**src/rtl/commit_unit.sv**
```systemverilog
// commit_unit: retires the ROB head. Register-writing ops and branches retire
// in the cycle they are presented. Stores are held in STORE until memory
// completes. A mispredicted branch or JALR triggers a one-cycle FLUSH with a
// registered redirect PC. Retirement and mispredict counters are kept here.
module commit_unit #(
  parameter int ROB_ID_WIDTH = 4,
  parameter int OP_WIDTH     = 6,
  parameter int XLEN         = 32
) (
  input  logic                    clk,
  input  logic                    rst,
  input  logic                    commit_valid,
  input  logic [ROB_ID_WIDTH-1:0] commit_id,
  input  logic [OP_WIDTH-1:0]     commit_op,
  input  logic [4:0]              commit_rd,
  input  logic [XLEN-1:0]         commit_value,
  input  logic [XLEN-1:0]         commit_pc,
  input  logic [XLEN-1:0]         commit_addr,
  input  logic [XLEN-1:0]         commit_pred_target,
  input  logic                    commit_pred,
  input  logic                    commit_outcome,
  output logic                    commit_ack,
  output logic                    rf_we,
  output logic [4:0]              rf_waddr,
  output logic [XLEN-1:0]         rf_wdata,
  output logic [ROB_ID_WIDTH-1:0] rf_wrob_id,
  output logic                    mem_req,
  output logic [XLEN-1:0]         mem_addr,
  output logic [XLEN-1:0]         mem_wdata,
  output logic [3:0]              mem_wmask,
  input  logic                    mem_done,
  output logic                    flush,
  output logic [XLEN-1:0]         redirect_pc,
  output logic [31:0]             instret_cnt,
  output logic [31:0]             mispredict_cnt
);

  // Shared op encodings (must match the decoder's op table).
  localparam logic [OP_WIDTH-1:0] OP_BEQ  = OP_WIDTH'(24);
  localparam logic [OP_WIDTH-1:0] OP_BNE  = OP_WIDTH'(25);
  localparam logic [OP_WIDTH-1:0] OP_BLT  = OP_WIDTH'(26);
  localparam logic [OP_WIDTH-1:0] OP_BGE  = OP_WIDTH'(27);
  localparam logic [OP_WIDTH-1:0] OP_BLTU = OP_WIDTH'(28);
  localparam logic [OP_WIDTH-1:0] OP_BGEU = OP_WIDTH'(29);
  localparam logic [OP_WIDTH-1:0] OP_SB   = OP_WIDTH'(32);
  localparam logic [OP_WIDTH-1:0] OP_SH   = OP_WIDTH'(33);
  localparam logic [OP_WIDTH-1:0] OP_SW   = OP_WIDTH'(34);
  localparam logic [OP_WIDTH-1:0] OP_JALR = OP_WIDTH'(40);

  typedef enum logic [1:0] {
    IDLE  = 2'd0,
    STORE = 2'd1,
    FLUSH = 2'd2
  } state_t;

  state_t            state_q;
  logic              mem_req_q;
  logic [XLEN-1:0]   mem_addr_q;
  logic [XLEN-1:0]   mem_wdata_q;
  logic [3:0]        mem_wmask_q;
  logic              flush_q;
  logic [XLEN-1:0]   redirect_pc_q;
  logic [31:0]       instret_q;
  logic [31:0]       mispredict_q;

  logic              is_branch_s;
  logic              is_store_s;
  logic              is_jalr_s;
  logic              mispred_s;
  logic              ack_s;
  logic              mispred_ack_s;
  logic [XLEN-1:0]   wdata_d;
  logic [3:0]        wmask_d;
  logic [XLEN-1:0]   redirect_d;

  // Classify the head op and decide whether its prediction was wrong.
  always_comb begin
    is_branch_s = (commit_op == OP_BEQ)  || (commit_op == OP_BNE)  ||
                  (commit_op == OP_BLT)  || (commit_op == OP_BGE)  ||
                  (commit_op == OP_BLTU) || (commit_op == OP_BGEU);
    is_store_s  = (commit_op == OP_SB) || (commit_op == OP_SH) || (commit_op == OP_SW);
    is_jalr_s   = (commit_op == OP_JALR);
    if (is_branch_s) begin
      mispred_s = (commit_pred != commit_outcome) ||
                  (commit_outcome && (commit_pred_target != commit_addr));
    end else if (is_jalr_s) begin
      mispred_s = !commit_pred || (commit_pred_target != commit_addr);
    end else begin
      mispred_s = 1'b0;
    end
    // JALR always redirects to its computed target; branches only when taken.
    if (is_jalr_s || commit_outcome) begin
      redirect_d = commit_addr;
    end else begin
      redirect_d = commit_pc + XLEN'(4);
    end
  end

  // Same-cycle retire handshake and register-file write port.
  always_comb begin
    if (rst) begin
      ack_s = 1'b0;
    end else begin
      case (state_q)
        IDLE:    ack_s = commit_valid && !is_store_s;
        STORE:   ack_s = mem_done;
        FLUSH:   ack_s = 1'b0;
        default: ack_s = 1'b0;
      endcase
    end
    mispred_ack_s = ack_s && mispred_s;
    rf_we         = ack_s && !is_branch_s && !is_store_s && (commit_rd != 5'd0);
  end

  // Lane-align store data and byte mask from the low address bits.
  always_comb begin
    case (commit_op)
      OP_SW: begin
        wmask_d = 4'b1111;
        wdata_d = commit_value;
      end
      OP_SH: begin
        wmask_d = 4'b0011 << {commit_addr[1], 1'b0};
        wdata_d = commit_value << {commit_addr[1], 4'b0000};
      end
      OP_SB: begin
        wmask_d = 4'b0001 << commit_addr[1:0];
        wdata_d = commit_value << {commit_addr[1:0], 3'b000};
      end
      default: begin
        wmask_d = 4'b0000;
        wdata_d = {XLEN{1'b0}};
      end
    endcase
  end

  // Control FSM with registered store, flush and statistics outputs.
  always_ff @(posedge clk) begin
    if (rst) begin
      state_q       <= IDLE;
      mem_req_q     <= 1'b0;
      mem_addr_q    <= {XLEN{1'b0}};
      mem_wdata_q   <= {XLEN{1'b0}};
      mem_wmask_q   <= 4'b0000;
      flush_q       <= 1'b0;
      redirect_pc_q <= {XLEN{1'b0}};
      instret_q     <= 32'd0;
      mispredict_q  <= 32'd0;
    end else begin
      case (state_q)
        IDLE: begin
          if (commit_valid && is_store_s) begin
            state_q     <= STORE;
            mem_req_q   <= 1'b1;
            mem_addr_q  <= commit_addr;
            mem_wdata_q <= wdata_d;
            mem_wmask_q <= wmask_d;
          end else if (mispred_ack_s) begin
            state_q       <= FLUSH;
            flush_q       <= 1'b1;
            redirect_pc_q <= redirect_d;
          end else begin
            state_q <= IDLE;
          end
        end
        STORE: begin
          if (mem_done) begin
            state_q   <= IDLE;
            mem_req_q <= 1'b0;
          end else begin
            state_q <= STORE;
          end
        end
        FLUSH: begin
          state_q <= IDLE;
          flush_q <= 1'b0;
        end
        default: begin
          state_q   <= IDLE;
          mem_req_q <= 1'b0;
          flush_q   <= 1'b0;
        end
      endcase
      instret_q    <= instret_q + {31'd0, ack_s};
      mispredict_q <= mispredict_q + {31'd0, mispred_ack_s};
    end
  end

  assign commit_ack     = ack_s;
  assign rf_waddr       = commit_rd;
  assign rf_wdata       = commit_value;
  assign rf_wrob_id     = commit_id;
  assign mem_req        = mem_req_q;
  assign mem_addr       = mem_addr_q;
  assign mem_wdata      = mem_wdata_q;
  assign mem_wmask      = mem_wmask_q;
  assign flush          = flush_q;
  assign redirect_pc    = redirect_pc_q;
  assign instret_cnt    = instret_q;
  assign mispredict_cnt = mispredict_q;

endmodule

```
**config.mk**
```make
export PLATFORM = sky130hd
export DESIGN_NAME = commit_unit
export DESIGN_NICKNAME = d
export VERILOG_FILES = /design/src/rtl/commit_unit.sv
export SDC_FILE = /design/constraint.sdc
export NUM_CORES = 1
export LEC_CHECK = 0
export ABC_AREA = 1
export CORE_ASPECT_RATIO = 2
export CORE_MARGIN = 4
export CORE_UTILIZATION = 38
export DETAILED_ROUTE_END_ITERATION = 10
export HOLD_SLACK_MARGIN = 0.12
export MAX_ROUTING_LAYER = met4
export PLACE_DENSITY_LB_ADDON = 0.08
export SLEW_MARGIN = 20
export SYNTH_ARGS = -nofsm -noshare
export SYNTH_HDL_FRONTEND = slang
export SYNTH_SLANG_ARGS = --single-unit
```
**constraint.sdc**
```tcl
create_clock -name clk -period 3.4 [get_ports clk]
set_input_delay 0.68 -clock clk [delete_from_list [all_inputs] [get_ports clk]]
set_output_delay 0.68 -clock clk [all_outputs]
set_load 0.01 [all_outputs]
```
==> impl_metrics.ini <==
[layout]
multiInputGateArea_mm2 = 0.005052
areaGrowthSynthToFinish_pct = 53.18
fin_util_pct = 58.99
nets = 1961
seq_area_mm2 = 0.003363
final.fill_count = 2399
drive_above_1_share_pct = 12.10

[detailed_routing]
post-route-drc-count = 0
drt_wl_total_um = 37690
first_iter_violations = 600
detail_route.wl_per_cell_um = 17.49
final_antenna_net_count = 0
dr.pass1.iters = 7
dr_total_vias = 10780
via_per_inst = 5.002

[timing]
fmax_mhz = 307.3
worst_slew_pin_slew_ns = 0.9887
hold_viol = 0
finalSetupViolCount = 0
relSlewSlack_pct = 34.09
setup_tns_ns = 0
layout_setup_ws_ns = 0.1462
skew_ns = 0.007326
holdWs_ns = 0.4584
slew_violations = 0
fin_crit_sh_pct = 95.70
period_minus_slack_ns = 3.254

[yosys]
synth_ff_type = dfxtp_1
yosys-top-cells-area = dfxtp_1 36%, nand2_1 12%, nor2_1 7.4%
synth.area.mux_share_pct = 0.1064
synth_top_cell_area_share_pct = 35.75
synth_edf_count = 0
synthAdderAreaFrac_pct = 0.6651
synth-simple-area-share_pct = 31.42
seq_area_frac_synth_pct = 35.75
yosysTopAreaCell = dfxtp_1
yosysWarnings = 0
synth_top_family_by_area = simple AND/OR/NAND/NOR gates
synthCells = 1437
synth-async-reset-ratio_pct = 0
synth_nets = 1591
synth_xor_area_share_pct = 3.352
avgSynthCellArea_um2 = 6.546
synth-compound-area-share_pct = 15.54
ys_types = 47
postSynthRegisterBits = 168
syn-cell-area_mm2 = 0.009407

[clock_network]
cts_hold_buf = 0
cts_buffers = 17
h-tree-depth = 4
clk_latency_ns = 0.45
cts_tree = yes
path_clk_slew_ns = 0.06
cts_max_path_buffers = 2
cts_root_buf = clkbuf_16
clock-sinks = 168

[grt]
grt_max_degree = 100
antenna_found_initial = 4
grt_pass1_vias = 10628
grt_pass1_wl_um = 57260
grt_usage_pct = 27.54
overflow = 0

[setup_path]
crit_required_ns = 3.74
path_max_fanout = 4
crit_family = simple AND/OR/NAND/NOR gates
critical_path_class = input port to flop
cp-end-kind = flop
cp-start-kind = input port
worstPathArrival_ns = 3.60
cp_slowest_cell = clkdlybuf4s50_1
path_cells = clkdlybuf4s50_1 > inv_2 > or2_1 > nand3_2 > nor2_2 > nand3_4 > o21bai_4 > a21oi_4 > nand2_2 > inv_2 > ha_4 > nand3_1 > nor2_4 > nand3_4 > nor3_4 > nand2_2 > nor2_4 > nand3_1 > nor2_2 > a21oi_1 > o21a_1
cp_slowest_stage_delay_ns = 0.47
cp.buffers_inverters = 3

[die]
core_area_mm2 = 0.02442
start_util_pct = 38.51
fp.dieArea_mm2 = 0.02749
rows = 81
io_pins = 358
die_h_um = 230.5
die_x_um = 119.3

[min_path]
hold_class = flop to flop

[job]
drv_cap = 0

[placement]
dp_slack_ns = -0.6879
dp_hpwl_um = 29930
gp_congestion = 0.9308
place.port_buffers = 349

[pwr]
power_density_mw_per_mm2 = 335.1
leakagePower_uw = 0.005970
peakVddDrop_mv = 0.2478
power_uw = 4828

[outcome]
status = complete, no violations
==> state kept, by name (all words and copies together), names as in the netlist <==
signal and cells:
instret_cnt 32, mem_addr 32, mem_wdata 32, mispredict_cnt 32
redirect_pc 32, mem_wmask 4, state_q 2, flush 1
mem_req 1
==> what timing repair did <==
item | CTS | global route
hold endpoints to repair | 0 | 0
setup endpoints to repair | 10 | 20
pin swaps | 8 | 23
buffers inserted | 3 | 5
gates resized for setup | 26 | 40
==> worst paths after layout <==
path / startpoint / endpoint / cells past startpoint / slack (ns)
worst max-delay path: commit_addr[10] / mispredict_cnt[31] / 21 / 0.15
worst max register to register: state_q[1] / mispredict_cnt[31] / 20 / 0.44
worst min register to register: mispredict_cnt[25] / mispredict_cnt[25] / 2 / 0.46
worst min-delay path: mispredict_cnt[25] / mispredict_cnt[25] / 2 / 0.46
==> report_power, final <==
group	switching, uW	internal, uW
combinational	372	360
clock	847	1240
sequential	14.1	1990
total	1230	3600
==> cells by family after synthesis <==
kind of cell / count (synthesis)
fa+ha+maj: 5
buf+inv: 278
mux: 1
compound gates: 276
simple gates: 673
flops: 168
xor+xnor: 36
==> worst min-delay path, delay by kind of cell, from the launching register on <==
family	cells	cell delay [ns]
flip-flops	1	0.32
AO/OA/AOI/OAI	1	0.05
buffers and inverters	1	0.05
==> metrics by stage <==
step                      cell area (um2)  cells
after floorplan                      9407   1437
after global placement              13480   2112
after detailed placement            13480   2112
after CTS                           14180   2145
after global routing                14410   2155
final                               14410   2155
==> routing by layer <==
metal / part of all wire, % / GRT usage [%] / up-vias
li1: - / - / 5359
met1: 34 / 25.99 / 4951
met2: 55 / 50.93 / 377
met3: 5.9 / 5.908 / 93
met4: 5.7 / 15.34 / 0
met5: 0 / - / -
==> placed cells by master (no fill, tap or decap), drive strengths merged, types with 8 or more instances in the layout <==
cell / count
clkdlybuf4s50: 338
nand4: 44
xor2: 15
clkbuf: 19
o211ai: 8
nor4: 8
a21oi: 133
dfxtp: 168
o21ai: 116
inv: 181
nor3: 38
nand2: 311
xnor2: 21
buf: 100
o21a: 8
nand3: 56
nor2: 198
==> layout make-up <==
class / instances / share of cell area [%]
Antenna cell: 5 / 0.08684
Clock buffer: 19 / 3.074
Clock inverter: 11 / 1.207
Inverter: 181 / 4.724
Multi-Input combinational cell: 991 / 35.06
Sequential cell: 168 / 23.34
Tap cell: 332 / 2.883
Timing Repair Buffer: 448 / 29.62
==> cell usage after synthesis, types with 2 or more instances <==
master      n
dfxtp_1   168
nor2_4      5
o21ai_1     9
nor4_1      7
o21a_1      8
inv_2      26
nand3_1    53
xnor2_1    21
xor2_1     15
a21oi_1   132
inv_1     155
clkbuf_1   31
nor2_1    185
nand3b_2    2
buf_2      18
buf_1       2
o21ai_0   107
nor2_2      8
buf_4      46
nand3b_1    3
nor3_1     34
nand2_1   310
nand3_2     3
and3_1      2
a31oi_1     2
o211ai_1    8
nand4_1    43
a211oi_1    3
nor3_2      4
ha_1        5
nor3b_1     6
No activity file was read; power rests on OpenSTA's default activity.
